## config.mk

```make
export PLATFORM = sky130hd
export DESIGN_NAME = ifmap_feeder
export DESIGN_NICKNAME = d
export VERILOG_FILES = /design/src/rtl/ifmap_feeder.sv
export SDC_FILE = /design/constraint.sdc
export NUM_CORES = 1
export LEC_CHECK = 0
export BUFFER_PORTS_ARGS = -buffer_cell sky130_fd_sc_hd__buf_2
export CAP_MARGIN = 0
export CORE_AREA = 2 2 119 86
export CTS_CLUSTER_SIZE = 20
export DETAILED_ROUTE_END_ITERATION = 12
export DIE_AREA = 0 0 121 88
export PLACE_DENSITY = 0.72
export SYNTH_ARGS = -nofsm -noshare
export SYNTH_HDL_FRONTEND = slang
export SYNTH_SLANG_ARGS = --single-unit
```

## constraint.sdc

```tcl
create_clock -name clk -period 2.45 [get_ports clk]
set_input_delay 0.1225 -clock clk [delete_from_list [all_inputs] [get_ports clk]]
set_output_delay 0.1225 -clock clk [all_outputs]
set_load 0.005 [all_outputs]
```

## src/rtl/ifmap_feeder.sv

```systemverilog
// ifmap_feeder: reads a row_count x row_len IFMap tile from a synchronous
// source memory, tags every pixel with start/end-of-row flags and pushes the
// tagged words into the PE IFMap FIFO under full backpressure.
// Optional feature macro: IFMAP_FEEDER_PAD_EN frames each row with a leading
// pad word {1,0,0} and a trailing pad word {0,1,0}; pixels then carry no flags.
module ifmap_feeder #(
   parameter int PIXEL_WIDTH = 16,
   parameter int IFMAP_WIDTH = 18,
   parameter int ADDR_WIDTH  = 10,
   parameter int LEN_WIDTH   = 8,
   parameter int ROWS_WIDTH  = 8
) (
   input  logic                   clk,
   input  logic                   rst,
   input  logic                   start,
   input  logic [ADDR_WIDTH-1:0]  base_addr,
   input  logic [LEN_WIDTH-1:0]   row_len,
   input  logic [ROWS_WIDTH-1:0]  row_count,
   output logic                   mem_ren,
   output logic [ADDR_WIDTH-1:0]  mem_addr,
   input  logic [PIXEL_WIDTH-1:0] mem_rdata,
   input  logic                   buf_full,
   output logic                   buf_wen,
   output logic [IFMAP_WIDTH-1:0] buf_din,
   output logic                   busy,
   output logic                   done
);

   typedef enum logic [2:0] {
      S_IDLE,
      S_READ,
      S_LOAD,
      S_SEND,
`ifdef IFMAP_FEEDER_PAD_EN
      S_PAD,
`endif
      S_FIN
   } state_t;

`ifdef IFMAP_FEEDER_PAD_EN
   // Which kind of word SEND is presenting.
   typedef enum logic [1:0] {K_PIX, K_LPAD, K_RPAD} kind_t;
   kind_t kind_q, kind_d;
`endif

   state_t                 state_q, state_d;
   logic [ADDR_WIDTH-1:0]  addr_q,  addr_d;
   logic [LEN_WIDTH-1:0]   col_q,   col_d;
   logic [ROWS_WIDTH-1:0]  row_q,   row_d;
   logic [LEN_WIDTH-1:0]   len_q,   len_d;
   logic [ROWS_WIDTH-1:0]  rows_q,  rows_d;
   logic [PIXEL_WIDTH-1:0] hold_q,  hold_d;

   logic first_col;
   logic last_col;
   logic last_row;

   // Position decode inside the latched tile geometry (only meaningful while busy,
   // where len_q and rows_q are known to be non-zero).
   assign first_col = (col_q == '0);
   assign last_col  = (col_q == len_q - LEN_WIDTH'(1));
   assign last_row  = (row_q == rows_q - ROWS_WIDTH'(1));

   // State register plus tile bookkeeping; everything clears on reset.
   // NOTE: sequential state uses non-blocking assignments only, so every flop
   // samples the pre-edge value of its peers regardless of statement order.
   always_ff @(posedge clk or negedge rst) begin
      if (!rst) begin
         state_q <= S_IDLE;
         addr_q  <= '0;
         col_q   <= '0;
         row_q   <= '0;
         len_q   <= '0;
         rows_q  <= '0;
         hold_q  <= '0;
`ifdef IFMAP_FEEDER_PAD_EN
         kind_q  <= K_PIX;
`endif
      end else begin
         state_q <= state_d;
         addr_q  <= addr_d;
         col_q   <= col_d;
         row_q   <= row_d;
         len_q   <= len_d;
         rows_q  <= rows_d;
         hold_q  <= hold_d;
`ifdef IFMAP_FEEDER_PAD_EN
         kind_q  <= kind_d;
`endif
      end
   end

   // Next-state and counter/address update logic.
   // NOTE: every signal gets its hold value first so no path through the case
   // leaves one unassigned, which would otherwise infer a latch.
   always_comb begin
      state_d = state_q;
      addr_d  = addr_q;
      col_d   = col_q;
      row_d   = row_q;
      len_d   = len_q;
      rows_d  = rows_q;
      hold_d  = hold_q;
`ifdef IFMAP_FEEDER_PAD_EN
      kind_d  = kind_q;
`endif
      unique case (state_q)
         S_IDLE: begin
            if (start) begin
               addr_d = base_addr;
               len_d  = row_len;
               rows_d = row_count;
               col_d  = '0;
               row_d  = '0;
               if (row_len == '0 || row_count == '0) begin
                  state_d = S_FIN;
               end else begin
`ifdef IFMAP_FEEDER_PAD_EN
                  state_d = S_PAD;
                  kind_d  = K_LPAD;
`else
                  state_d = S_READ;
`endif
               end
            end
         end
         S_READ: begin
            state_d = S_LOAD;
`ifdef IFMAP_FEEDER_PAD_EN
            kind_d  = K_PIX;
`endif
         end
         S_LOAD: begin
            hold_d  = mem_rdata;
            state_d = S_SEND;
         end
`ifdef IFMAP_FEEDER_PAD_EN
         S_PAD: state_d = S_SEND;
`endif
         S_SEND: begin
            if (!buf_full) begin
`ifdef IFMAP_FEEDER_PAD_EN
               unique case (kind_q)
                  K_LPAD: state_d = S_READ;
                  K_RPAD: begin
                     row_d   = row_q + ROWS_WIDTH'(1);
                     kind_d  = K_LPAD;
                     state_d = last_row ? S_FIN : S_PAD;
                  end
                  default: begin
                     addr_d = addr_q + ADDR_WIDTH'(1);
                     if (last_col) begin
                        col_d   = '0;
                        kind_d  = K_RPAD;
                        state_d = S_PAD;
                     end else begin
                        col_d   = col_q + LEN_WIDTH'(1);
                        state_d = S_READ;
                     end
                  end
               endcase
`else
               addr_d = addr_q + ADDR_WIDTH'(1);
               if (last_col) begin
                  col_d   = '0;
                  row_d   = row_q + ROWS_WIDTH'(1);
                  state_d = last_row ? S_FIN : S_READ;
               end else begin
                  col_d   = col_q + LEN_WIDTH'(1);
                  state_d = S_READ;
               end
`endif
            end
         end
         S_FIN:   state_d = S_IDLE;
         default: state_d = S_IDLE;
      endcase
   end

   // Outputs decode from registered state; buf_full is the only input that
   // reaches an output combinationally.
   always_comb begin
      mem_ren  = (state_q == S_READ);
      mem_addr = (state_q == S_READ) ? addr_q : '0;
      buf_wen  = (state_q == S_SEND) && !buf_full;
      buf_din  = '0;
      busy     = (state_q != S_IDLE);
      done     = (state_q == S_FIN);
      if (state_q == S_SEND) begin
`ifdef IFMAP_FEEDER_PAD_EN
         unique case (kind_q)
            K_LPAD:  buf_din = {2'b10, {PIXEL_WIDTH{1'b0}}};
            K_RPAD:  buf_din = {2'b01, {PIXEL_WIDTH{1'b0}}};
            default: buf_din = {2'b00, hold_q};
         endcase
`else
         buf_din = {first_col, last_col, hold_q};
`endif
      end
   end

endmodule

```

==> results of run 1 <==
-- flip-flops by register name, summed over array words and instances (netlist names) --
| signal | flops |
|---|---|
| rows_q | 8 |
| len_q | 8 |
| hold_q | 16 |
| addr_q | 10 |
| row_q | 8 |
| state_q | 3 |
| col_q | 8 |
-- path summary, 6_finish.rpt --
kind,startpoint,slack (ns),cells past startpoint,endpoint
worst min-delay path,row_len[4],0.003,3,len_q[4]
max in group asynchronous,rst,1.43,3,len_q[0]
worst max-delay path,len_q[0],0.15,9,buf_din[16]
worst max register to register,len_q[0],0.32,7,row_q[4]
min in group asynchronous,rst,0.38,2,addr_q[7]
worst min register to register,hold_q[15],0.50,1,hold_q[15]
-- final cells by class --
class                           count  area (um2)  share of cell area
Timing Repair Buffer               90         500               0.109
Clock buffer                       11         253              0.0552
Sequential cell                    61        1530               0.334
Tap cell                          128         160              0.0350
Clock inverter                      4        95.1              0.0208
Multi-Input combinational cell    307        2000               0.436
Inverter                           12        45.0             0.00984
-- per-stage QoR --
stage / area, um2 / utilization / hold slack, ns / total power [mW] / setup WS (ns)
after global routing: 4580 / 0.482 / 0.0152 / 6.25 / 0.00963
final: 4580 / 0.482 / 0.00258 / 5.82 / 0.153
after CTS: 4560 / 0.481 / 0.00381 / 5.82 / 0.00202
after floorplan: 3710 / - / -0.173 / 3.62 / 0.504
after detailed placement: 4200 / 0.442 / 0.223 / 4.31 / 0.245
after global placement: 4200 / 0.442 / 0.212 / 4.19 / 0.374
-- power groups by stage --
stage / combinational (mW) / clock [mW] / sequential [mW]
after floorplan: 1.94 / 0 / 1.68
after global placement: 2.35 / 0 / 1.84
after detailed placement: 2.44 / 0 / 1.87
after CTS: 2.47 / 1.50 / 1.85
after global routing: 2.77 / 1.55 / 1.93
final: 2.48 / 1.48 / 1.86
-- per-layer routing --
metal  track usage  wire [um]  share of wire  vias up
li1              -          -              -     1556
met1         0.225       3990           0.45     1524
met2         0.285       4290           0.48       80
met3        0.0423        349          0.039       23
met4        0.0687        233          0.026        0
met5             0          0              0        -
-- cell usage in the layout, fill, tap and decap left out, drive strengths merged, types with 7 or more instances in the layout --
cell type	instances
nand3	15
clkbuf	11
nor3	12
nand2	70
mux2	16
inv	12
buf	88
o21ai	17
nor2	22
and2	27
xnor2	21
a21oi	16
dfrtp	61
nand4	8
nand2b	7
and3	10
-- repair_timing --
action	4_1_cts	5_1_grt
setup endpoints to repair	0	1
gates resized for setup	0	3
hold buffers	2	0
setup buffers	0	1
endpoints found under the hold margin	30	0
-- logic make-up after synthesis --
logic type | after synthesis | share of synthesized area
DFF | 61 | 0.411
AOI/OAI and AO/OA | 59 | 0.111
buffers and inverters | 37 | 0.0526
xor gates and xnor gates | 24 | 0.0566
muxes | 22 | 0.0647
and+or+nand+nor | 196 | 0.284
adders and majority gates | 6 | 0.0202
-- critical path, delay by kind of cell (launching register included) --
kind / cells / cell delay, ns
compound gates: 2 / 0.32
flops: 1 / 0.44
buf+inv: 2 / 0.23
fa+ha+maj: 1 / 0.25
simple gates: 3 / 0.48
xor+xnor: 1 / 0.14
==> run_results.csv, run 1 <==
group,metric,value,unit
power_and_ir_drop,leakage,2.15,nW
floorplan,die_h,88,um
cells_and_area,syn2layout_area_growth,23.3,%
cells_and_area,antenna_cells,0,
yosys,synth_common_cells,"nand2_1, dfrtp_1, and2_1",
cts,clk_pin_slew_worst_paths,0.05,ns
cells_and_area,n_fill_cell,869,
yosys,yosys.area.top_type,"dfrtp_1",
sta,finalCritPeriodShare,0.937,
cells_and_area,drive_above_1_share,0.289,
sta,tightest_slew,0.713,ns
worst_setup_path,crit_path_max_fanout,6,
floorplan,io_pins,78,
worst_setup_path,start_kind,"flip-flop",
sta,skew,0.00469,ns
placement,dpl.hpwl,6350,um
worst_setup_path,cp.required,2.33,ns
grt,grt_max_degree,35,
yosys,syn_area,3710,um2
worst_setup_path,crit_type,"reg -> out",
worst_setup_path,critPathCaptureType,"output port",
run,maxCapViolCount,0,
yosys,synth-main-ff-cell,"dfrtp_1",
cts,htree_levels,3,
yosys,syn_avg_cell_area,9.17,um2
power_and_ir_drop,switching_share,0.376,
power_and_ir_drop,combPwrFrac,0.426,
routing,dr.pass1.iters,4,
power_and_ir_drop,intPower,3.63,mW
sta,tns,0,ns
routing,drc,0,
cts,cts_root_buf,"clkbuf_16",
yosys,synth_top_area_frac,0.411,
sta,min_period,2.30,ns
yosys,async_flop_share,1.00,
sta,max_freq,435,MHz
cells_and_area,stdcell_count,613,
power_and_ir_drop,seq_power_share,0.320,
yosys,yosys_warnings,0,
sta,slew_headroom,0.525,
status,status,"completed",
routing,routedWlPerCell,14.4,um
grt,grt.overflow.total,0,
power_and_ir_drop,p_switching,2.19,mW
sta,maxSlewViolCount,0,
worst_setup_path,crit_path_cell_trace,"inv_1 -> ha_2 -> xnor2_1 -> and4b_1 -> a41oi_1 -> a22oi_2 -> nand2_2 -> nor2_2 -> buf_2",
yosys,synthTopCellsByArea,"dfrtp_1, nand2_1, xnor2_1, mux2_2, and2_1",
yosys,synth-seq-cells,61,
floorplan,initial_core_util,0.391,
floorplan,fp.dieW,121,um
cts,cts_buffers,9,
yosys,synth_cells,405,
sta,hold_viol,0,
routing,vias,3183,
placement,dp_cells,595,
yosys,synth-seq-area-share,0.411,
grt,grt_pass1_wl,14800,um
placement,port_buffers,77,
routing,drt_iter0_markers,223,
sta,rsz0062_at_grt,"false",
hold_path,holdCritPathClass,"in -> reg",
yosys,ys_types,59,
grt,antenna_found_initial,0,
floorplan,core_area,9500,um2
floorplan,rows,30,
routing,wirelength,8860,um
worst_setup_path,crit_slowest_cell,"dfrtp_2",
worst_setup_path,cpPeakStageDelay,0.44,ns
yosys,syn_nets,457,
grt,grtUsageTotal,0.174,
worst_setup_path,cp.arrival,2.17,ns
yosys,synth_edf_count,0,
power_and_ir_drop,power_frac_clock,0.254,
cts,clock_latency,0.33,ns
sta,setup_viol,0,
cts,cts_tree,"built",
floorplan,dieArea,10600,um2
cts,cts_sinks,61,
power_and_ir_drop,vdd_ir_drop_max,0.459,mV
yosys,yosysMostFrequentCell,"nand2_1",
cts,clock_path_buffers,2,
power_and_ir_drop,power_density,1270,nW/um2
routing,antenna_left,0,
grt,first_global_vias,3138,
placement,gp_congestion,0.887,
routing,via_per_inst,5.19,
cells_and_area,nNetsFinal,533,
No activity file was read; power rests on OpenSTA's default activity.
==> inputs of run 2 (changes only) <==
--- a/config.mk
+++ b/config.mk
@@ -11,7 +11,8 @@
 export CTS_CLUSTER_SIZE = 20
 export DETAILED_ROUTE_END_ITERATION = 12
 export DIE_AREA = 0 0 121 88
-export PLACE_DENSITY = 0.72
+export MAX_ROUTING_LAYER = met4
+export PLACE_DENSITY = 0.58
 export SYNTH_ARGS = -nofsm -noshare
 export SYNTH_HDL_FRONTEND = slang
 export SYNTH_SLANG_ARGS = --single-unit
==> run 2 against run 1 <==
  * Non-clock buffer count rose by 5
  * Combinational power about the same
  * Sequential power barely moved
  * First-iteration DRC count fell by 3.6%
  * Setup slack improved by 0.017 ns
  * Sequential cell count did not move
  * Global-route usage increased by 1.4 points
  * Utilization is 0.50 points lower
  * Critical path depth down 2
  * Critical path type unchanged
  * Largest cell class unchanged
  * Largest power group unchanged
  * Highest routed layer unchanged
==> run_results.csv, run 2 (synthesis results as in run 1) <==
group,metric,value,unit
status,status,"completed",
grt,grtUsageTotal,0.188,
floorplan,io_pins,78,
grt,antenna_found_initial,0,
floorplan,dieArea,10600,um2
run,maxCapViolCount,0,
sta,hold_viol,0,
routing,via_per_inst,5.17,
sta,rsz0062_at_grt,"false",
worst_setup_path,r2r_setup_slack,0.24,ns
cells_and_area,top_register,"hold_q",
cells_and_area,nNetsFinal,538,
sta,hold_slack,0.00937,ns
sta,skew,0.00594,ns
routing,antenna_left,0,
routing,vias,3194,
sta,setup_viol,0,
grt,grt.overflow.total,0,
cells_and_area,largest_reg_flops,16,
floorplan,die_h,88,um
grt,grt_max_degree,62,
sta,tightest_slew,0.472,ns
cells_and_area,final_common_cell,"buf_2",
sta,tns,0,ns
floorplan,rows,30,
cells_and_area,drive_above_1_share,0.280,
power_and_ir_drop,combPwrFrac,0.458,
worst_setup_path,r2r-end,"col_q[7]",
floorplan,fp.dieW,121,um
cts,cts_tree,"built",
hold_path,worstHoldStart,"row_count[3]",
cells_and_area,top_regs,"hold_q (16), addr_q (10)",
cts,cts_sinks,61,
placement,gp_congestion,0.906,
sta,slew_headroom,0.684,
power_and_ir_drop,vdd_ir_drop_max,0.537,mV
floorplan,core_area,9500,um2
power_and_ir_drop,switching_share,0.393,
routing,dr.pass1.iters,5,
grt,grt_pass1_wl,15200,um
grt,first_global_vias,3153,
power_and_ir_drop,leakage,2.13,nW
power_and_ir_drop,intPower,3.31,mW
cts,htree_levels,3,
hold_path,hold_end,"rows_q[3]",
placement,port_buffers,77,
worst_setup_path,start_kind,"flip-flop",
routing,routedWlPerCell,14.5,um
worst_setup_path,crit_type,"reg -> out",
sta,maxSlewViolCount,0,
cells_and_area,layout_common_cells,"buf_2, nand2_1, dfrtp_1, and2_1, nor2_1",
worst_setup_path,critPathCaptureType,"output port",
worst_setup_path,crit_path_max_fanout,6,
routing,drc,0,
cells_and_area,syn2layout_area_growth,22.0,%
sta,finalCritPeriodShare,0.930,
routing,wirelength,8950,um
placement,dpl.hpwl,6440,um
routing,drt_iter0_markers,215,
sta,min_period,2.28,ns
worst_setup_path,cp.required,2.33,ns
cells_and_area,antenna_cells,0,
hold_path,holdCritPathClass,"in -> reg",
power_and_ir_drop,p_switching,2.14,mW
cts,clk_pin_slew_worst_paths,0.05,ns
floorplan,initial_core_util,0.391,
cts,clock_path_buffers,2,
power_and_ir_drop,power_density,1200,nW/um2
cts,cts_root_buf,"clkbuf_16",
power_and_ir_drop,seq_power_share,0.336,
worst_setup_path,cp.arrival,2.16,ns
worst_setup_path,reg2regPathDepth,8,
cts,clock_latency,0.33,ns
hold_path,holdPathStages,3,
power_and_ir_drop,power_frac_clock,0.205,
cts,cts_buffers,9,
worst_setup_path,rr_startpoint,"len_q[1]",
sta,max_freq,439,MHz
run 2: changes by cell type in the layout (fill, tap and decap cells not counted):
cell	before	now
buf_4	10	12
ha_2	1	0
ha_1	5	6
clkbuf_1	0	3
clkbuf_8	2	1
bufinv_16	3	0
nor2_1	21	22
clkinv_2	1	2
dlygate4sd3_1	2	5
nor2_2	1	0
run 2: layout make-up:
| class | instances | area [um2] |
|---|---|---|
| fillers | 925 | 4970 |
| multi-input cells | 307 | 1990 |
| flip-flops and latches | 61 | 1530 |
| repair buffers | 95 | 546 |
| clock buffers | 13 | 250 |
| well taps | 128 | 160 |
| inverters | 12 | 45.0 |
| clock inverters | 2 | 10.0 |
run 2: worst max path at each step:
| stage | startpoint | to | slack [ns] |
|---|---|---|---|
| 2_1_floorplan | len_q[0] | state_q[0] | 0.50 |
| 3_3_place_gp | len_q[0] | row_q[4] | 0.40 |
| 3_5_place_dp | len_q[0] | row_q[4] | 0.33 |
| 4_1_cts | len_q[0] | buf_din[16] | 0.12 |
| 5_1_grt | len_q[1] | buf_din[16] | 0.01 |
| 6_report | len_q[1] | buf_din[16] | 0.17 |
run 2: through the flow:
step	util	area, um2	setup WS (ns)	std cells	power, mW
floorplan	-	3710	0.504	405	3.62
global placement	0.443	4210	0.402	597	4.26
detailed placement	0.443	4210	0.326	597	4.34
CTS	0.476	4520	0.121	617	5.50
global route	0.477	4530	0.0132	618	5.93
finish	0.477	4530	0.171	618	5.45
run 2: power groups by stage:
stage	clock, mW	sequential (mW)	combinational (mW)
after floorplan	0	1.68	1.94
after global placement	0	1.83	2.43
after detailed placement	0	1.85	2.49
after CTS	1.15	1.83	2.52
after global routing	1.20	1.91	2.82
final	1.12	1.83	2.50
run 2: timing repair:
action,CTS,global route
hold buffers,5,0
setup buffers,0,1
hold endpoints to repair,65,0
endpoints found under the setup margin,0,1
gates resized for setup,0,1
run 2: metal layers:
layer | GRT usage | vias up | wire length, um
li1 | - | 1571 | -
met1 | 0.246 | 1552 | 4240
met2 | 0.291 | 67 | 4270
met3 | 0.0443 | 4 | 369
met4 | 0.0571 | 0 | 70
met5 | - | - | 0
run 2: critical path: stages, from the launching register on:
cell     delay, ns
dfrtp_1       0.42
or3_4         0.43
mux2i_1       0.15
o31ai_2       0.35
a22oi_2       0.12
nand2_2       0.15
nor2_1        0.07
buf_2         0.15
